===== config.mk =====
export PLATFORM = sky130hd
export DESIGN_NAME = cp0_irq_ctrl
export DESIGN_NICKNAME = d
export VERILOG_FILES = /design/src/rtl/cp0_irq_ctrl.sv
export SDC_FILE = /design/constraint.sdc
export NUM_CORES = 1
export LEC_CHECK = 0
export BUFFER_PORTS_ARGS = -buffer_cell sky130_fd_sc_hd__buf_4
export CORE_MARGIN = 8
export CORE_UTILIZATION = 50
export DETAILED_ROUTE_END_ITERATION = 12
export GPL_ROUTABILITY_DRIVEN = 0
export PLACE_DENSITY = 0.86
export SYNTH_ARGS = -nofsm -noshare
export SYNTH_HDL_FRONTEND = slang
export SYNTH_SLANG_ARGS = --single-unit
export TNS_END_PERCENT = 30

===== constraint.sdc =====
create_clock -name clk -period 6.8 [get_ports clk]
set_clock_uncertainty 0.15 [all_clocks]
set_input_delay 0.68 -clock clk [delete_from_list [all_inputs] [get_ports clk]]
set_output_delay 0.68 -clock clk [all_outputs]
set_load 0.005 [all_outputs]

===== src/rtl/cp0_irq_ctrl.sv =====
// cp0_irq_ctrl -- MIPS Coprocessor-0 for the M stage of the 5-stage core.
//
// Holds SR (12), Cause (13), EPC (14) and PRId (15), plus the optional
// Count (9) / Compare (11) timer. It raises int_req for an enabled external
// or timer interrupt, or for a pending M-stage exception, and
// captures BD/ExcCode/EPC on the following edge.
//
// Optional feature macro: CP0_TIMER_EN
//   defined   -> Count/Compare registers and timer interrupt ti on Cause.IP[15]
//   undefined -> regs 9/11 read 0, writes ignored, ti tied low
//
// Ports:
//   clk      rising-edge clock
//   reset    asynchronous active-low reset
//   a1       mfc0 read register number
//   a2       mtc0 write register number
//   din      mtc0 write data
//   we       mtc0 write enable
//   dout     combinational read data for a1
//   pc       M-stage instruction PC
//   bd       M-stage instruction is in a delay slot
//   exccode  merged M-stage exception code (0 = none)
//   hwint    level-sensitive external interrupt lines
//   exl_clr  eret in M stage
//   int_req  take exception/interrupt this cycle
//   epc      EPC register value
//   vec_pc   handler entry address (constant EXC_VEC)

module cp0_irq_ctrl #(
    parameter int unsigned NUM_HWINT = 6,
    parameter logic [31:0] PRID      = 32'h2025_0007,
    parameter logic [31:0] EXC_VEC   = 32'h0000_4180
) (
    input  logic                 clk,
    input  logic                 reset,
    input  logic [4:0]           a1,
    input  logic [4:0]           a2,
    input  logic [31:0]          din,
    input  logic                 we,
    output logic [31:0]          dout,
    input  logic [31:0]          pc,
    input  logic                 bd,
    input  logic [4:0]           exccode,
    input  logic [NUM_HWINT-1:0] hwint,
    input  logic                 exl_clr,
    output logic                 int_req,
    output logic [31:0]          epc,
    output logic [31:0]          vec_pc
);

    logic [7:0]  sr_im;        // SR[15:8]
    logic        sr_exl;
    logic        sr_ie;
    logic        cause_bd;
    logic [4:0]  cause_exc;
    logic [5:0]  ip_r;         // registered hwint, Cause[15:10]
    logic [31:0] epc_r;

    logic [5:0]  hw_ext;
    logic [5:0]  ip_eff;
    logic        ti;
    logic        irq;
    logic        exc;
    logic        wr_en;
    logic [31:0] epc_exc;
    logic [31:0] count_rd;
    logic [31:0] compare_rd;

    // Zero-extend the external lines to the full 6-bit IP field.
    always_comb begin
        hw_ext = '0;
        hw_ext[NUM_HWINT-1:0] = hwint;
    end

    assign ip_eff  = ip_r | {ti, 5'b0_0000};
    assign irq     = sr_ie & ~sr_exl & (|(ip_eff & sr_im[7:2]));
    assign exc     = (exccode != 5'd0) & ~sr_exl;
    assign int_req = irq | exc;
    // A trapping instruction must not commit its own mtc0.
    assign wr_en   = we & ~int_req;
    assign epc_exc = (bd ? (pc - 32'd4) : pc) & 32'hFFFF_FFFC;

    always_ff @(posedge clk or negedge reset) begin
        if (!reset) begin
            sr_im     <= '0;
            sr_exl    <= 1'b0;
            sr_ie     <= 1'b0;
            cause_bd  <= 1'b0;
            cause_exc <= '0;
            ip_r      <= '0;
            epc_r     <= '0;
        end else begin
            ip_r <= hw_ext;
            if (int_req) begin
                sr_exl    <= 1'b1;
                cause_bd  <= bd;
                cause_exc <= irq ? 5'd0 : exccode;
                epc_r     <= epc_exc;
            end else begin
                if (wr_en && a2 == 5'd12) begin
                    sr_im  <= din[15:8];
                    sr_exl <= din[1];
                    sr_ie  <= din[0];
                end
                if (wr_en && a2 == 5'd14) begin
                    epc_r <= din & 32'hFFFF_FFFC;
                end
                if (exl_clr) begin
                    sr_exl <= 1'b0;
                end
            end
        end
    end

`ifdef CP0_TIMER_EN
    logic [31:0] count_r;
    logic [31:0] compare_r;
    logic [31:0] count_nxt;

    assign count_nxt = (wr_en && a2 == 5'd9) ? din : count_r + 32'd1;

    // ti compares against the post-edge Count; a Compare write clears it and
    // takes precedence over a match in the same cycle.
    always_ff @(posedge clk or negedge reset) begin
        if (!reset) begin
            count_r   <= '0;
            compare_r <= '1;
            ti        <= 1'b0;
        end else begin
            count_r <= count_nxt;
            if (wr_en && a2 == 5'd11) begin
                compare_r <= din;
                ti        <= 1'b0;
            end else if (count_nxt == compare_r) begin
                ti <= 1'b1;
            end
        end
    end

    assign count_rd   = count_r;
    assign compare_rd = compare_r;
`else
    assign ti         = 1'b0;
    assign count_rd   = '0;
    assign compare_rd = '0;
`endif

    always_comb begin
        dout = '0;
        case (a1)
            5'd9:    dout = count_rd;
            5'd11:   dout = compare_rd;
            5'd12:   dout = {16'b0, sr_im, 6'b0, sr_exl, sr_ie};
            5'd13:   dout = {cause_bd, 15'b0, ip_eff, 3'b0, cause_exc, 2'b0};
            5'd14:   dout = epc_r;
            5'd15:   dout = PRID;
            default: dout = '0;
        endcase
    end

    assign epc    = epc_r;
    assign vec_pc = EXC_VEC;

endmodule


==> summary.txt, run 1 <==
Synthesis
  – Yosys reg bits: 52
  – Syn Std Cell Area: 0.00375 mm^2
  – Cells after Synth: 426
  – Sequential area share after synthesis: 34.7%
  – Number of synthesized flops with an enable pin: 0
  – Cell variety after synth: 41
  – Synth Warn #: 0
  – Mean Syn Cell Area: 8.81 um^2
  – Share of synthesized registers carrying an async set or reset: 100%
  – Top_reg_cell synth: dfrtp_1

Die
  – Die width: 103 um
  – Core area: 0.00725 mm^2
  – # rows: 31
  – IO Pins: 187
  – Initial Util: 51.8%
  – DIE AREA: 0.0105 mm^2
  – Die Height: 103 um

Layout
  – Layout area overhead: 30.5%
  – Most frequent cells in the layout: 154 x buf_4, 52 x dfrtp_1, 37 x mux2i_1
  – Antenna diode count: 0
  – Cell area after layout: 0.00490 mm^2
  – Share of layout cells above drive strength 1: 32.0%
  – Post-layout util: 67.6%
  – Layout Nets: 647
  – Most common cell after layout, fill and taps aside: buf_4

Power
  – Sequential power share: 41.0%
  – PwrDens: 275 mW/mm^2
  – Worst VDD drop: 0.167 mV
  – Internal power: 0.000824 W
  – Clock group share of total power: 13.9%
  – NetSw: 0.000523 W
  – Logic pwr share: 45.2%
  – Pleak: 2.29 nW
  – Switching Fraction: 38.8%

Global routing
  – First-pass GRT wire length: 18600 um
  – Largest net degree at the start of global routing: 53
  – Gr ovfl total: 0
  – Initial antenna violation count: 0
  – Total track usage: 22.6%
  – Vias in the first global route: 3611

CTS
  – Clock Sinks: 52
  – Clk buf depth: 2
  – # Post-CTS Setup Buffers: 0
  – Clock latency on the worst-skew pair: 0.32 ns
  – Root buf cell: clkbuf_8
  – Hold Buf Count CTS: 0
  – Post-cts sizing count: 0
  – Clk slew on worst S/H paths: 0.10 ns
  – TritonCTS buffer count: 5
  – TritonCTS clock tree: built
  – Htree depth: 2

Run
  – Max-Cap Viols: 0

Setup path
  – Crit path max fanout: 14
  – CP endpoint kind: output port
  – Crit path launch type: input pin
  – Critical path arrival: 2.80 ns
  – Critical path class: in2out
  – CP Data Required Time: 5.97 ns

STA
  – Worst slew pin tran: 1.26 ns
  – Setup TNS: 0 ns
  – Max Slew Vio Count: 0
  – Setup-failing EPs final: 0
  – Rel. slew slack: 16.1%
  – RSZ-0062 raised after global routing: no
  – Period utilisation layout: 53.4%
  – Max Fclk: 275 MHz
  – Final worst path period need: 3.63 ns
  – Fin Hold WS: 0.237 ns
  – Hold Vio Cnt, Final: 0

Detailed routing
  – Final ANT Viol Nets: 0
  – Vias per inst: 5.80
  – Via total after detailed routing: 3805
  – DRC Markers: 0
  – Wire per inst: 18.8 um
  – First DRT Iteration DRCs: 279
  – Drt pass-1 iters: 7
  – Routed WL: 12400 um

Status
  – Status: finished clean

Placed design
  – I/O Buffers: 150
  – Placed instance area: 0.00481 mm^2
  – Hpwl dp: 9690 um

Hold path
  – Hold Path Class: in2async
==> power groups by stage <==
stage | combinational, W | sequential, W | clock, W
CTS | 0.000609 | 0.000550 | 0.000188
global placement | 0.000591 | 0.000551 | 0
global route | 0.000661 | 0.000568 | 0.000199
detailed placement | 0.000607 | 0.000556 | 0
finish | 0.000608 | 0.000552 | 0.000187
floorplan | 0.000325 | 0.000524 | 0
==> path summary, 6_finish.rpt <==
kind	cells past startpoint	slack [ns]	start	endpoint
setup / recovery	5	3.17	a1[1]	dout[17]
hold / removal	1	0.24	reset	epc[26]$_DFFE_PN0P_
setup reg to reg	4	4.07	sr_im[4]$_DFFE_PN0P_	sr_ie$_DFFE_PN0P_
hold reg to reg	1	0.34	cause_exc[3]$_DFFE_PN0N_	cause_exc[3]$_DFFE_PN0N_
max in group asynchronous	1	5.80	reset	epc[5]$_DFFE_PN0P_
min in group clk	1	0.31	hwint[2]	ip_eff[2]$_DFF_PN0_
==> kinds of logic (layout without fill, tap and decap cells) <==
group	count (synthesis)	in the layout	share of synthesized area (%)
XOR/XNOR	13	13	3.03
adder cells (fa/ha/maj)	1	1	0.333
buffers and inverters	84	183	11.9
other	2	34	0.200
AO/OA/AOI/OAI	76	76	12.9
multiplexers	47	47	12.9
AND/OR/NAND/NOR	151	151	24.1
flip-flops	52	52	34.7
==> sequential cells by signal (all words and copies together), names as in the netlist <==
signal / count
sr_exl: 1
sr_ie: 1
ip_eff: 6
cause_exc: 5
cause_bd: 1
epc: 30
sr_im: 8
==> area by class of cell <==
class | count | area [um^2]
Timing Repair Buffer | 154 | 1160
Inverter | 21 | 78.8
Multi-Input combinational cell | 322 | 2150
Clock inverter | 3 | 21.3
Clock buffer | 5 | 68.8
Sequential cell | 52 | 1300
Fill cell | 593 | 2350
Tap cell | 99 | 124
==> synthesized netlist by cell type, drive strengths merged, types with 2 or more instances <==
master	instances	share of area, %
nor3b	5	1.0
o21ai	9	1.2
nand2	11	1.1
xnor2	5	1.2
nand4	4	0.67
nor3	9	1.3
a21oi	10	1.3
a22oi	8	1.6
nor2b	3	0.50
inv	20	2.0
a31oi	33	5.5
conb	2	0.20
or2	2	0.33
nor4	21	3.5
or3	12	2.0
clkbuf	25	2.5
xor2	8	1.9
o31ai	9	1.8
nand3	3	0.40
or4	12	2.4
and2	12	2.0
nor4bb	2	0.53
dfrtp	52	35
nand3b	2	0.40
a21o	5	1.0
and4	16	3.7
nor2	33	3.3
mux2i	37	9.9
mux2	10	3.0
buf	38	7.3
==> through the flow <==
stage                     power [W]  cells  setup slack (ns)
after floorplan            0.000849    458              4.07
after global placement      0.00114    648              3.29
after detailed placement    0.00116    648              3.18
after CTS                   0.00135    656              3.17
after global routing        0.00143    656              3.01
final                       0.00135    656              3.17
==> worst max-delay path: stages <==
cell     delay [ns]
buf_4          0.19
nor2b_1        0.78
nor2b_1        0.77
and2_1         0.25
buf_4          0.11
==> per-layer routing <==
layer / up-vias / share of wire [%] / global-route usage, %
met5: - / 0 / 0
met4: 0 / 1.6 / 7.11
li1: 1765 / - / -
met3: 14 / 9.3 / 4.79
met1: 1812 / 38 / 26.7
met2: 214 / 51 / 39.8
Power figures use the tool's default switching activity.
==> run 2, diff against run 1 <==
--- a/config.mk
+++ b/config.mk
@@ -7,10 +7,10 @@
 export LEC_CHECK = 0
 export BUFFER_PORTS_ARGS = -buffer_cell sky130_fd_sc_hd__buf_4
 export CORE_MARGIN = 8
-export CORE_UTILIZATION = 50
+export CORE_UTILIZATION = 42
 export DETAILED_ROUTE_END_ITERATION = 12
 export GPL_ROUTABILITY_DRIVEN = 0
-export PLACE_DENSITY = 0.86
+export PLACE_DENSITY = 0.77
 export SYNTH_ARGS = -nofsm -noshare
 export SYNTH_HDL_FRONTEND = slang
 export SYNTH_SLANG_ARGS = --single-unit
==> constraint.sdc (replaced) <==
create_clock -name clk -period 2.9 [get_ports clk]
set_clock_uncertainty 0.15 [all_clocks]
set_input_delay 0.29 -clock clk [delete_from_list [all_inputs] [get_ports clk]]
set_output_delay 0.29 -clock clk [all_outputs]
set_load 0.005 [all_outputs]
==> run 2 against run 1 <==
  * First-iteration DRC count down 22%
  * Clock-buffer cell count unchanged
  * Global-route usage down 2.7 points
  * Setup slack worse by 2.8 ns
  * Total power up 140%
  * Sequential power up 130%
  * Combinational power up 140%
  * Final cell count up 3.8%
  * Die area up 16%
  * Largest power group unchanged
==> summary.txt, run 2 (synthesis results as in run 1) <==
Power
  – Final Power: 0.00320 W
  – Worst VDD drop: 0.339 mV
  – PwrDens: 634 mW/mm^2
  – Pleak: 2.36 nW

Detailed routing
  – First DRT Iteration DRCs: 219
  – Final ANT Viol Nets: 0
  – Via total after detailed routing: 3730
  – Wire per inst: 18.9 um
  – Vias per inst: 5.48
  – Met1 wire length: 5590 um
  – Met2 WL: 6340 um
  – Top Layer Used: met4
  – Routed WL: 12900 um
  – Metal3 WL: 768 um
  – DRC Markers: 0
  – Drt pass-1 iters: 6

Layout
  – Share of layout cells above drive strength 1: 32.6%
  – Cell area after layout: 0.00505 mm^2
  – Fillers: 797
  – Most common cell after layout, fill and taps aside: buf_4
  – Area of the multi-input gates: 0.00215 mm^2
  – Largest register FFs: 30
  – Antenna diode count: 0
  – Register Area: 0.00130 mm^2
  – Final Non-Filler Cells: 681
  – Most frequent cells in the layout: 163 x buf_4, 52 x dfrtp_1, 37 x mux2i_1
  – Layout Nets: 663
  – Layout area overhead: 34.6%

CTS
  – Clock Sinks: 52
  – TritonCTS clock tree: built
  – Htree depth: 2
  – Clk buf depth: 2
  – Clock latency on the worst-skew pair: 0.30 ns
  – Clk slew on worst S/H paths: 0.10 ns
  – Post-cts sizing count: 0
  – TritonCTS buffer count: 5
  – Root buf cell: clkbuf_8

Hold path
  – Hold Crit Depth: 2
  – Hold Path Class: in2reg
  – Hold endpoint: sr_exl$_DFFE_PN0P_
  – Worst hold start: exl_clr

Placed design
  – I/O Buffers: 150
  – Dpl cells: 666
  – Placed instance area: 0.00489 mm^2
  – Hpwl dp: 10200 um

Setup path
  – Buf+Inv Stages, Crit Path: 2
  – Critical path arrival: 2.12 ns
  – Crit path cell chain: a22oi_1, a311oi_2, nor2_2, clkinv_1, buf_4
  – Reg-to-reg endpoint: sr_im[7]$_DFFE_PN0P_
  – R2R depth: 4
  – Crit path launch type: register
  – Slowest library cell on the worst path: dfrtp_1
  – CP Data Required Time: 2.46 ns
  – CP delay by family, top: compound AO/OA/AOI/OAI gates
  – Critical path class: reg2out
  – Worst flop-to-flop path startpoint: sr_im[6]$_DFFE_PN0P_
  – Crit path max fanout: 8
  – CP endpoint kind: output port
  – R2r setup slk: 0.50 ns
  – Delay of the slowest critical-path stage: 0.42 ns
  – Worst setup path startpoint: sr_im[6]$_DFFE_PN0P_

STA
  – Rel. slew slack: 46.1%
  – Max Slew Vio Count: 0
  – Final worst path period need: 2.56 ns
  – Worst slew pin tran: 0.806 ns
  – Setup-failing EPs final: 0
  – Hold Vio Cnt, Final: 0
  – Fin Hold WS: 0.0195 ns
  – Period utilisation layout: 88.3%
  – RSZ-0062 raised after global routing: no
  – Max Fclk: 390 MHz
  – Setup TNS: 0 ns

Die
  – Initial Util: 43.3%
  – Die Height: 111 um
  – DIE AREA: 0.0122 mm^2
  – IO Pins: 187
  – Die width: 111 um
  – # rows: 34
  – Core area: 0.00868 mm^2

Global routing
  – Initial antenna violation count: 0
  – First-pass GRT wire length: 20300 um
  – Largest net degree at the start of global routing: 53
  – Vias in the first global route: 3741
  – Total track usage: 19.9%
  – Gr ovfl total: 0

Status
  – Status: finished clean

Run
  – Max-Cap Viols: 0
==> run 2: cell types whose count changed in the layout (fill, tap and decap cells not counted), sizes merged <==
cell | before | now
buf | 154 | 163
dlygate4sd3 | 0 | 7
clkinv | 2 | 1
clkinvlp | 1 | 2
==> run 2: final cells by class <==
type | instances | area share [%]
Inverter | 21 | 1.56
Timing Repair Buffer | 170 | 25.6
Sequential cell | 52 | 25.7
Tap cell | 108 | 2.67
Clock inverter | 3 | 0.520
Multi-Input combinational cell | 322 | 42.5
Clock buffer | 5 | 1.36
==> run 2: worst max path at each step <==
stage | cells past startpoint | endpoint
after detailed placement | 8 | epc[22]$_DFFE_PN0P_
after global routing | 5 | int_req
after floorplan | 6 | epc[31]$_DFFE_PN0P_
after global placement | 8 | epc[22]$_DFFE_PN0P_
after CTS | 5 | int_req
final | 5 | int_req
==> run 2: worst reg2reg max path, stage by stage (launching register included) <==
cell,delay [ns]
dfrtp_1,0.42
a22oi_1,0.37
a311oi_2,0.23
nor3_2,0.71
mux2_2,0.42
==> run 2: through the flow <==
stage	utilization [%]	setup slack, ns
2_1_floorplan	-	0.557
3_3_place_gp	56.3	0.235
3_5_place_dp	56.3	0.237
4_1_cts	58.2	0.362
5_1_grt	58.2	0.205
6_report	58.2	0.338
==> run 2: timing repair <==
item,in CTS,in global routing
endpoints found under the hold margin,58,0
hold buffers,7,0
setup buffers,0,0
==> run 2: metal layers <==
metal / vias up / global-route usage, %
li1: 1792 / -
met1: 1753 / 25.8
met2: 173 / 33.2
met3: 12 / 3.68
met4: 0 / 4.95
met5: - / 0
==> run 2: where the power goes <==
part / total (W) / internal (W) / switching, W / leakage (nW)
combinational: 0.00147 / 0.000766 / 0.000703 / 1.71
clock: 0.000439 / 0.000176 / 0.000263 / 0.0423
sequential: 0.00129 / 0.00102 / 0.000272 / 0.613
total: 0.00320 / 0.00196 / 0.00124 / 2.36
